`src/rtl/spi_pkg.sv`:
```
// SPI master shared types and constants.
// FSM state encoding and transfer sizing.
package spi_pkg;

  typedef enum logic [2:0] {
    IDLE,
    SETUP,
    TRANSFER,
    HOLD,
    FINISH
  } state_e;

  localparam int BITS_PER_XFER = 8;
  localparam int DIV_W = 8;
  localparam int EDGE_W = $clog2(2 * BITS_PER_XFER);
  localparam logic [EDGE_W-1:0] LAST_EDGE =
    EDGE_W'(2 * BITS_PER_XFER - 1);

endpackage

```
`src/rtl/spi_clk_gen.sv`:
```
// SCLK half-period counter for the SPI master.
// Emits a one-cycle tick at the end of each half-period.
module spi_clk_gen
  import spi_pkg::*;
#(
  parameter int unsigned DIV_HALF = 2
) (
  input  logic clk,
  input  logic rst_n,
  input  logic en,
  input  logic reload,
  output logic tick
);

  localparam logic [DIV_W-1:0] LAST = DIV_W'(DIV_HALF - 1);

  logic [DIV_W-1:0] cnt_q;
  logic [DIV_W-1:0] cnt_d;

  // Wrap at LAST; restart from zero on every state entry or when idle.
  always_comb begin
    tick  = en && (cnt_q == LAST);
    cnt_d = cnt_q + 1'b1;
    if (!en || reload || tick) begin
      cnt_d = '0;
    end
  end

  // Counter register.
  always_ff @(posedge clk or negedge rst_n) begin
    if (!rst_n) begin
      cnt_q <= '0;
    end else begin
      cnt_q <= cnt_d;
    end
  end

endmodule

```
`src/rtl/spi_master_ctrl.sv`:
```
// SPI mode-0 master, LSB first, one byte per transfer.
// Optional one-entry TX holding buffer: SPI_TX_BUFFER_EN.
module spi_master_ctrl
  import spi_pkg::*;
#(
  parameter int unsigned DIV_HALF = 2
) (
  input  logic       CLK,
  input  logic       CLR_N,
  input  logic       START,
  input  logic       ABORT,
  input  logic [7:0] TX_DATA,
  input  logic       MISO,
  output logic       SCLK,
  output logic       MOSI,
  output logic       CS_N,
  output logic [7:0] RX_DATA,
  output logic       BUSY,
  output logic       DONE,
  output logic       BUF_FULL
);

  state_e state_q, state_d;
  logic sclk_q, sclk_d;
  logic cs_n_q, cs_n_d;
  logic busy_q, busy_d;
  logic done_q, done_d;
  logic [7:0] rx_q, rx_d;
  logic [7:0] tx_sh_q, tx_sh_d;
  logic [7:0] rx_sh_q, rx_sh_d;
  logic [EDGE_W-1:0] edge_q, edge_d;
  logic tick;
  logic reload;
  logic abort_hit;
`ifdef SPI_TX_BUFFER_EN
  logic [7:0] buf_q, buf_d;
  logic buf_full_q, buf_full_d;
`endif

  spi_clk_gen #(
    .DIV_HALF(DIV_HALF)
  ) u_clk_gen (
    .clk   (CLK),
    .rst_n (CLR_N),
    .en    (busy_q),
    .reload(reload),
    .tick  (tick)
  );

  assign abort_hit = ABORT &&
    (state_q inside {SETUP, TRANSFER, HOLD});

  // Next-state and datapath decode.
  always_comb begin
    state_d = state_q;
    sclk_d  = sclk_q;
    cs_n_d  = cs_n_q;
    done_d  = 1'b0;
    rx_d    = rx_q;
    tx_sh_d = tx_sh_q;
    rx_sh_d = rx_sh_q;
    edge_d  = edge_q;
`ifdef SPI_TX_BUFFER_EN
    buf_d      = buf_q;
    buf_full_d = buf_full_q;
    if (START && busy_q && !buf_full_q &&
        state_q != FINISH) begin
      buf_d      = TX_DATA;
      buf_full_d = 1'b1;
    end
`endif
    if (abort_hit) begin
      state_d = IDLE;
      sclk_d  = 1'b0;
      cs_n_d  = 1'b1;
      tx_sh_d = '0;
`ifdef SPI_TX_BUFFER_EN
      buf_full_d = 1'b0;
`endif
    end else begin
      unique case (state_q)
        IDLE: begin
          if (START) begin
            state_d = SETUP;
            cs_n_d  = 1'b0;
            tx_sh_d = TX_DATA;
            rx_sh_d = '0;
            edge_d  = '0;
          end
        end
        SETUP: begin
          if (tick) begin
            state_d = TRANSFER;
            edge_d  = '0;
          end
        end
        TRANSFER: begin
          if (tick) begin
            sclk_d = ~sclk_q;
            edge_d = edge_q + 1'b1;
            if (!edge_q[0]) begin
              rx_sh_d = {MISO, rx_sh_q[7:1]};
            end else if (edge_q != LAST_EDGE) begin
              tx_sh_d = {1'b0, tx_sh_q[7:1]};
            end
            if (edge_q == LAST_EDGE) begin
              state_d = HOLD;
            end
          end
        end
        HOLD: begin
          if (tick) begin
            state_d = FINISH;
            done_d  = 1'b1;
            rx_d    = rx_sh_q;
`ifdef SPI_TX_BUFFER_EN
            cs_n_d  = ~buf_full_d;
`else
            cs_n_d  = 1'b1;
`endif
          end
        end
        FINISH: begin
          state_d = IDLE;
`ifdef SPI_TX_BUFFER_EN
          if (buf_full_q) begin
            state_d    = SETUP;
            cs_n_d     = 1'b0;
            tx_sh_d    = buf_q;
            buf_full_d = 1'b0;
            rx_sh_d    = '0;
            edge_d     = '0;
          end else if (START) begin
            state_d = SETUP;
            cs_n_d  = 1'b0;
            tx_sh_d = TX_DATA;
            rx_sh_d = '0;
            edge_d  = '0;
          end
`endif
        end
      endcase
    end
    busy_d = (state_d != IDLE);
    reload = (state_d != state_q);
  end

  // FSM and registered outputs.
  always_ff @(posedge CLK or negedge CLR_N) begin
    if (!CLR_N) begin
      state_q <= IDLE;
      sclk_q  <= 1'b0;
      cs_n_q  <= 1'b1;
      busy_q  <= 1'b0;
      done_q  <= 1'b0;
      rx_q    <= '0;
      tx_sh_q <= '0;
      rx_sh_q <= '0;
      edge_q  <= '0;
`ifdef SPI_TX_BUFFER_EN
      buf_q      <= '0;
      buf_full_q <= 1'b0;
`endif
    end else begin
      state_q <= state_d;
      sclk_q  <= sclk_d;
      cs_n_q  <= cs_n_d;
      busy_q  <= busy_d;
      done_q  <= done_d;
      rx_q    <= rx_d;
      tx_sh_q <= tx_sh_d;
      rx_sh_q <= rx_sh_d;
      edge_q  <= edge_d;
`ifdef SPI_TX_BUFFER_EN
      buf_q      <= buf_d;
      buf_full_q <= buf_full_d;
`endif
    end
  end

  assign SCLK    = sclk_q;
  assign MOSI    = tx_sh_q[0];
  assign CS_N    = cs_n_q;
  assign RX_DATA = rx_q;
  assign BUSY    = busy_q;
  assign DONE    = done_q;
`ifdef SPI_TX_BUFFER_EN
  assign BUF_FULL = buf_full_q;
`else
  assign BUF_FULL = 1'b0;
`endif

endmodule
```
`config.mk`:
```
export PLATFORM = sky130hd
export DESIGN_NAME = spi_master_ctrl
export DESIGN_NICKNAME = d
export VERILOG_FILES = /design/src/rtl/spi_pkg.sv /design/src/rtl/spi_clk_gen.sv /design/src/rtl/spi_master_ctrl.sv
export SDC_FILE = /design/constraint.sdc
export NUM_CORES = 1
export LEC_CHECK = 0
export ABC_AREA = 1
export CAP_MARGIN = 5
export CORE_MARGIN = 8
export CORE_UTILIZATION = 38
export CTS_CLUSTER_DIAMETER = 200
export DETAILED_ROUTE_END_ITERATION = 12
export PLACE_DENSITY = 0.71
export SLEW_MARGIN = 10
export SYNTH_ARGS = -nofsm -noshare
export SYNTH_HDL_FRONTEND = slang
export SYNTH_HIERARCHICAL = 1
export SYNTH_SLANG_ARGS = --single-unit
```
`constraint.sdc`:
```
create_clock -name CLK -period 2.2 [get_ports CLK]
set_clock_uncertainty 0.15 [all_clocks]
set_input_delay 0.44 -clock CLK [delete_from_list [all_inputs] [get_ports CLK]]
set_output_delay 0.44 -clock CLK [all_outputs]
set_load 0.03 [all_outputs]
```
==> out/summary.md <==
The startpoint type of the worst setup path was a register. For the static power due to leakage, the log shows 0.001456 µW. For the worst setup path, the data required time is 1610 ps. The mean routed wirelength per cell was 11.23 µm.

In this design, the largest share of critical-path delay is due to buffers and inverters. For the final net count, the log shows 351. The total buffers and inverters traversed by the critical path was 1. The run gives 0 as the max-slew violation count.

For the power consumption, the log shows 3218 µW. The length of the first detailed-routing pass in iterations is 4. The logs give 1882 for the via count of the first global-routing pass and 8.162 mm for the wire length of the first global-routing pass.

The category of the most critical setup path was reg -> out. The fraction of layout instances using a drive strength above 1 is 17.56%, and the final clock period utilization by the worst path is 94.71%. Half-perimeter wire length after detailed placement: 3.392 mm. The run finished with clean final reports.

Excluding fillers, the count of instances in the completed layout stands at 411. The signal on the critical path passes through clkdlybuf4s50_1. The mapped netlist covers 2236 µm². The maximum buffer depth of the clock tree is 2. TritonCTS created 5 clock buffers. The final route contains 1927 vias.

The number of antenna diodes in the final layout is 0. The routed wire length is 4.616 mm, and the post-synthesis average cell area is 7.683 µm². For this configuration, the core starts out at a cell density of 38.45%. Prior to clock tree synthesis, the placed netlist has a worst setup slack of 23.76 ps. The worst setup path is captured at an output pin.

The post-synthesis to final-layout area growth is 26.86%. The Yosys step of the flow raised 6 warnings. The final RePlAce weighted congestion was 0.8624; the number of cells after detailed placement was 399. Ranked by total cell area, the synthesized netlist is headed by sky130_fd_sc_hd__dfrtp_1, sky130_fd_sc_hd__nand2_1, sky130_fd_sc_hd__nor2_1, sky130_fd_sc_hd__nand3_1, sky130_fd_sc_hd__inv_1. The worst path meets setup with 116.3 ps of slack. The largest single stage delay on the critical path is 660 ps. In this run the horizontal extent of the chip is 92.71 µm. The number of hold-slack violations in the final timing report came out at 0. Data arrives at the worst endpoint at 1490 ps. The slowest stage of the critical path belongs to the cell sky130_fd_sc_hd__clkdlybuf4s50_1.

The max-capacitance violation count was 0; the pin count of the biggest net entering global routing was 44. Total congestion overflow after global routing: 0. The number of I/O pins was 27; the post-CTS clock slew at the launch and capture registers of the worst setup and hold paths was 80 ps. The synthesis-stage register bit count is 43. Summed over all instances, the cell type with the most area after synthesis is sky130_fd_sc_hd__dfrtp_1. Counting I/O delays and the setup requirement, the final critical path takes 2084 ps. Row generation in the floorplan step produced 28 rows. The logs give 479.9 MHz for the highest achievable clock rate and 598 for the number of fillers in the final layout. CTS saw 43 sinks. The largest driver fanout on the critical path was 2; the sequential share of the synthesized area was 48.18%. The run gives 5816 µm² as the placeable core region. The path category of the worst min-delay check is reg -> reg. After detailed routing, the number of vias per cell comes to 4.689.

Final setup TNS: 0 ps. The final antenna-violating net count was 0. The die is 92.71 µm tall. VDD sags by at most 0.0004715 V. In this run, distinct cell masters in the synthesized netlist total 32. The total die area came out at 8594 µm².

In the routed design, unresolved DRC markers number 0. The quantity of I/O buffers inserted on ports is 25, and the area share of the largest cell type after synthesis is 47.01%. The tree is rooted in a sky130_fd_sc_hd__clkbuf_8. The net count after synthesis came out at 307.

Setup violations remaining at the end of the flow were counted as 0. TritonCTS built the clock tree. For this block, the initial DRC count from the detailed router was 56. The combined global-route utilization of all metal layers was 11.38%; the gate count of the mapped netlist was 291. The later pin in the worst-skew pair is clocked with a latency of 300 ps. The power per standard cell area was 1134 nW/µm²; the number of antenna violations at the first check in global routing was 0. At the end of the flow the core is filled with cells to 48.77%. The H-tree was split into 2 levels.
[synthesized netlist by cell type]
master / number
sky130_fd_sc_hd__buf_2: 1
sky130_fd_sc_hd__nand3b_1: 1
sky130_fd_sc_hd__dfstp_2: 1
sky130_fd_sc_hd__nand2_1: 113
sky130_fd_sc_hd__nor2_4: 2
sky130_fd_sc_hd__xor2_1: 2
sky130_fd_sc_hd__nor2_1: 34
sky130_fd_sc_hd__inv_4: 1
sky130_fd_sc_hd__nor2_2: 2
sky130_fd_sc_hd__a21oi_1: 2
sky130_fd_sc_hd__nand3_1: 24
sky130_fd_sc_hd__dfrtp_1: 42
sky130_fd_sc_hd__nand2_4: 2
sky130_fd_sc_hd__ha_1: 3
sky130_fd_sc_hd__xnor2_1: 1
sky130_fd_sc_hd__o21ai_0: 14
sky130_fd_sc_hd__buf_4: 2
sky130_fd_sc_hd__inv_1: 21
sky130_fd_sc_hd__o21ai_2: 1
sky130_fd_sc_hd__nand3_2: 2
sky130_fd_sc_hd__buf_6: 1
sky130_fd_sc_hd__conb_1: 1
sky130_fd_sc_hd__o21ai_1: 2
sky130_fd_sc_hd__clkbuf_1: 1
sky130_fd_sc_hd__o211ai_1: 1
sky130_fd_sc_hd__nand2_2: 3
sky130_fd_sc_hd__nand4_1: 1
sky130_fd_sc_hd__nand3_4: 1
sky130_fd_sc_hd__nor3_4: 1
sky130_fd_sc_hd__inv_2: 6
sky130_fd_sc_hd__nor2_8: 1
sky130_fd_sc_hd__or2_2: 1
[cell families after synthesis]
group                      count (synthesis)  share of synthesized area, %
xor gates and xnor gates                   3                         1.175
adders and majority gates                  3                         1.679
AOI/OAI and AO/OA                         20                         4.757
and+or+nand+nor                          188                         37.66
buffers and inverters                     33                         6.379
other                                      1                        0.1677
DFF                                       43                         48.18
[metrics by stage]
step / hold slack (ps) / cell area, µm²
finish: 327.8 / 2836
global route: 346.4 / 2836
CTS: 331.6 / 2776
detailed placement: 288.4 / 2650
global placement: 283.1 / 2650
floorplan: -5.591 / 2236
[what timing repair did]
item / in CTS / in global routing
buffers inserted: 0 / 3
hold buffers: 1 / 0
endpoints found under the setup margin: 0 / 24
resized for setup: 0 / 13
endpoints found under the hold margin: 42 / 0
[cell usage in the layout, fill, tap and decap left out, types with 3 or more instances in the layout]
master	netlist	layout
sky130_fd_sc_hd__inv_1	21	20
sky130_fd_sc_hd__ha_1	3	3
sky130_fd_sc_hd__nor2_1	34	26
sky130_fd_sc_hd__nand3_1	24	23
sky130_fd_sc_hd__nand3_2	2	3
sky130_fd_sc_hd__buf_4	2	15
sky130_fd_sc_hd__nand2_1	113	113
sky130_fd_sc_hd__o21ai_0	14	14
sky130_fd_sc_hd__inv_2	6	6
sky130_fd_sc_hd__nor2_2	2	8
sky130_fd_sc_hd__dfrtp_1	42	42
sky130_fd_sc_hd__nor2_4	2	4
sky130_fd_sc_hd__clkdlybuf4s50_1	0	24
sky130_fd_sc_hd__nand2_2	3	3
sky130_fd_sc_hd__clkbuf_8	0	5
[power breakdown]
group          switching, µW  total [µW]  internal, µW
Sequential               123        1080           952
Combinational            960        1510           549
Clock                    290         634           344
Total                   1370        3220          1840
[sequential cells by signal, summed over array words and instances (netlist names), 3 cells and up]
signal           cells
u_clk_gen/cnt_q      8
RX_DATA              8
state_q              3
tx_sh_q              8
rx_sh_q              8
edge_q               4
[worst paths after layout]
kind / from / to / slack (ps) / cells after the start
max: CS_N / CS_N / 120 / 1
min: tx_sh_q[0] / tx_sh_q[0] / 330 / 2
max reg2reg: u_clk_gen/cnt_q[0] / u_clk_gen/cnt_q[7] / 170 / 15
min reg2reg: tx_sh_q[0] / tx_sh_q[0] / 330 / 2
max in group asynchronous: CLR_N / CS_N / 1160 / 3
min in group asynchronous: CLR_N / tx_sh_q[2] / 480 / 3
[final cells by class]
type | count | area, µm² | share of cell area, %
repair buffers | 42 | 387.9 | 13.67
flip-flops and latches | 43 | 1077 | 37.98
clock inverters | 3 | 47.55 | 1.676
well taps | 75 | 93.84 | 3.308
multi-input cells | 215 | 1051 | 37.05
inverters | 28 | 110.1 | 3.882
clock buffers | 5 | 68.82 | 2.426
[layer usage]
layer	part of all wire [%]	global-route usage, %
met5	0	0
met1	46	13.73
met3	2.5	2.589
met4	1.8	4.698
met2	50	19.13
Note: power is estimated with default switching activity, not from simulation.
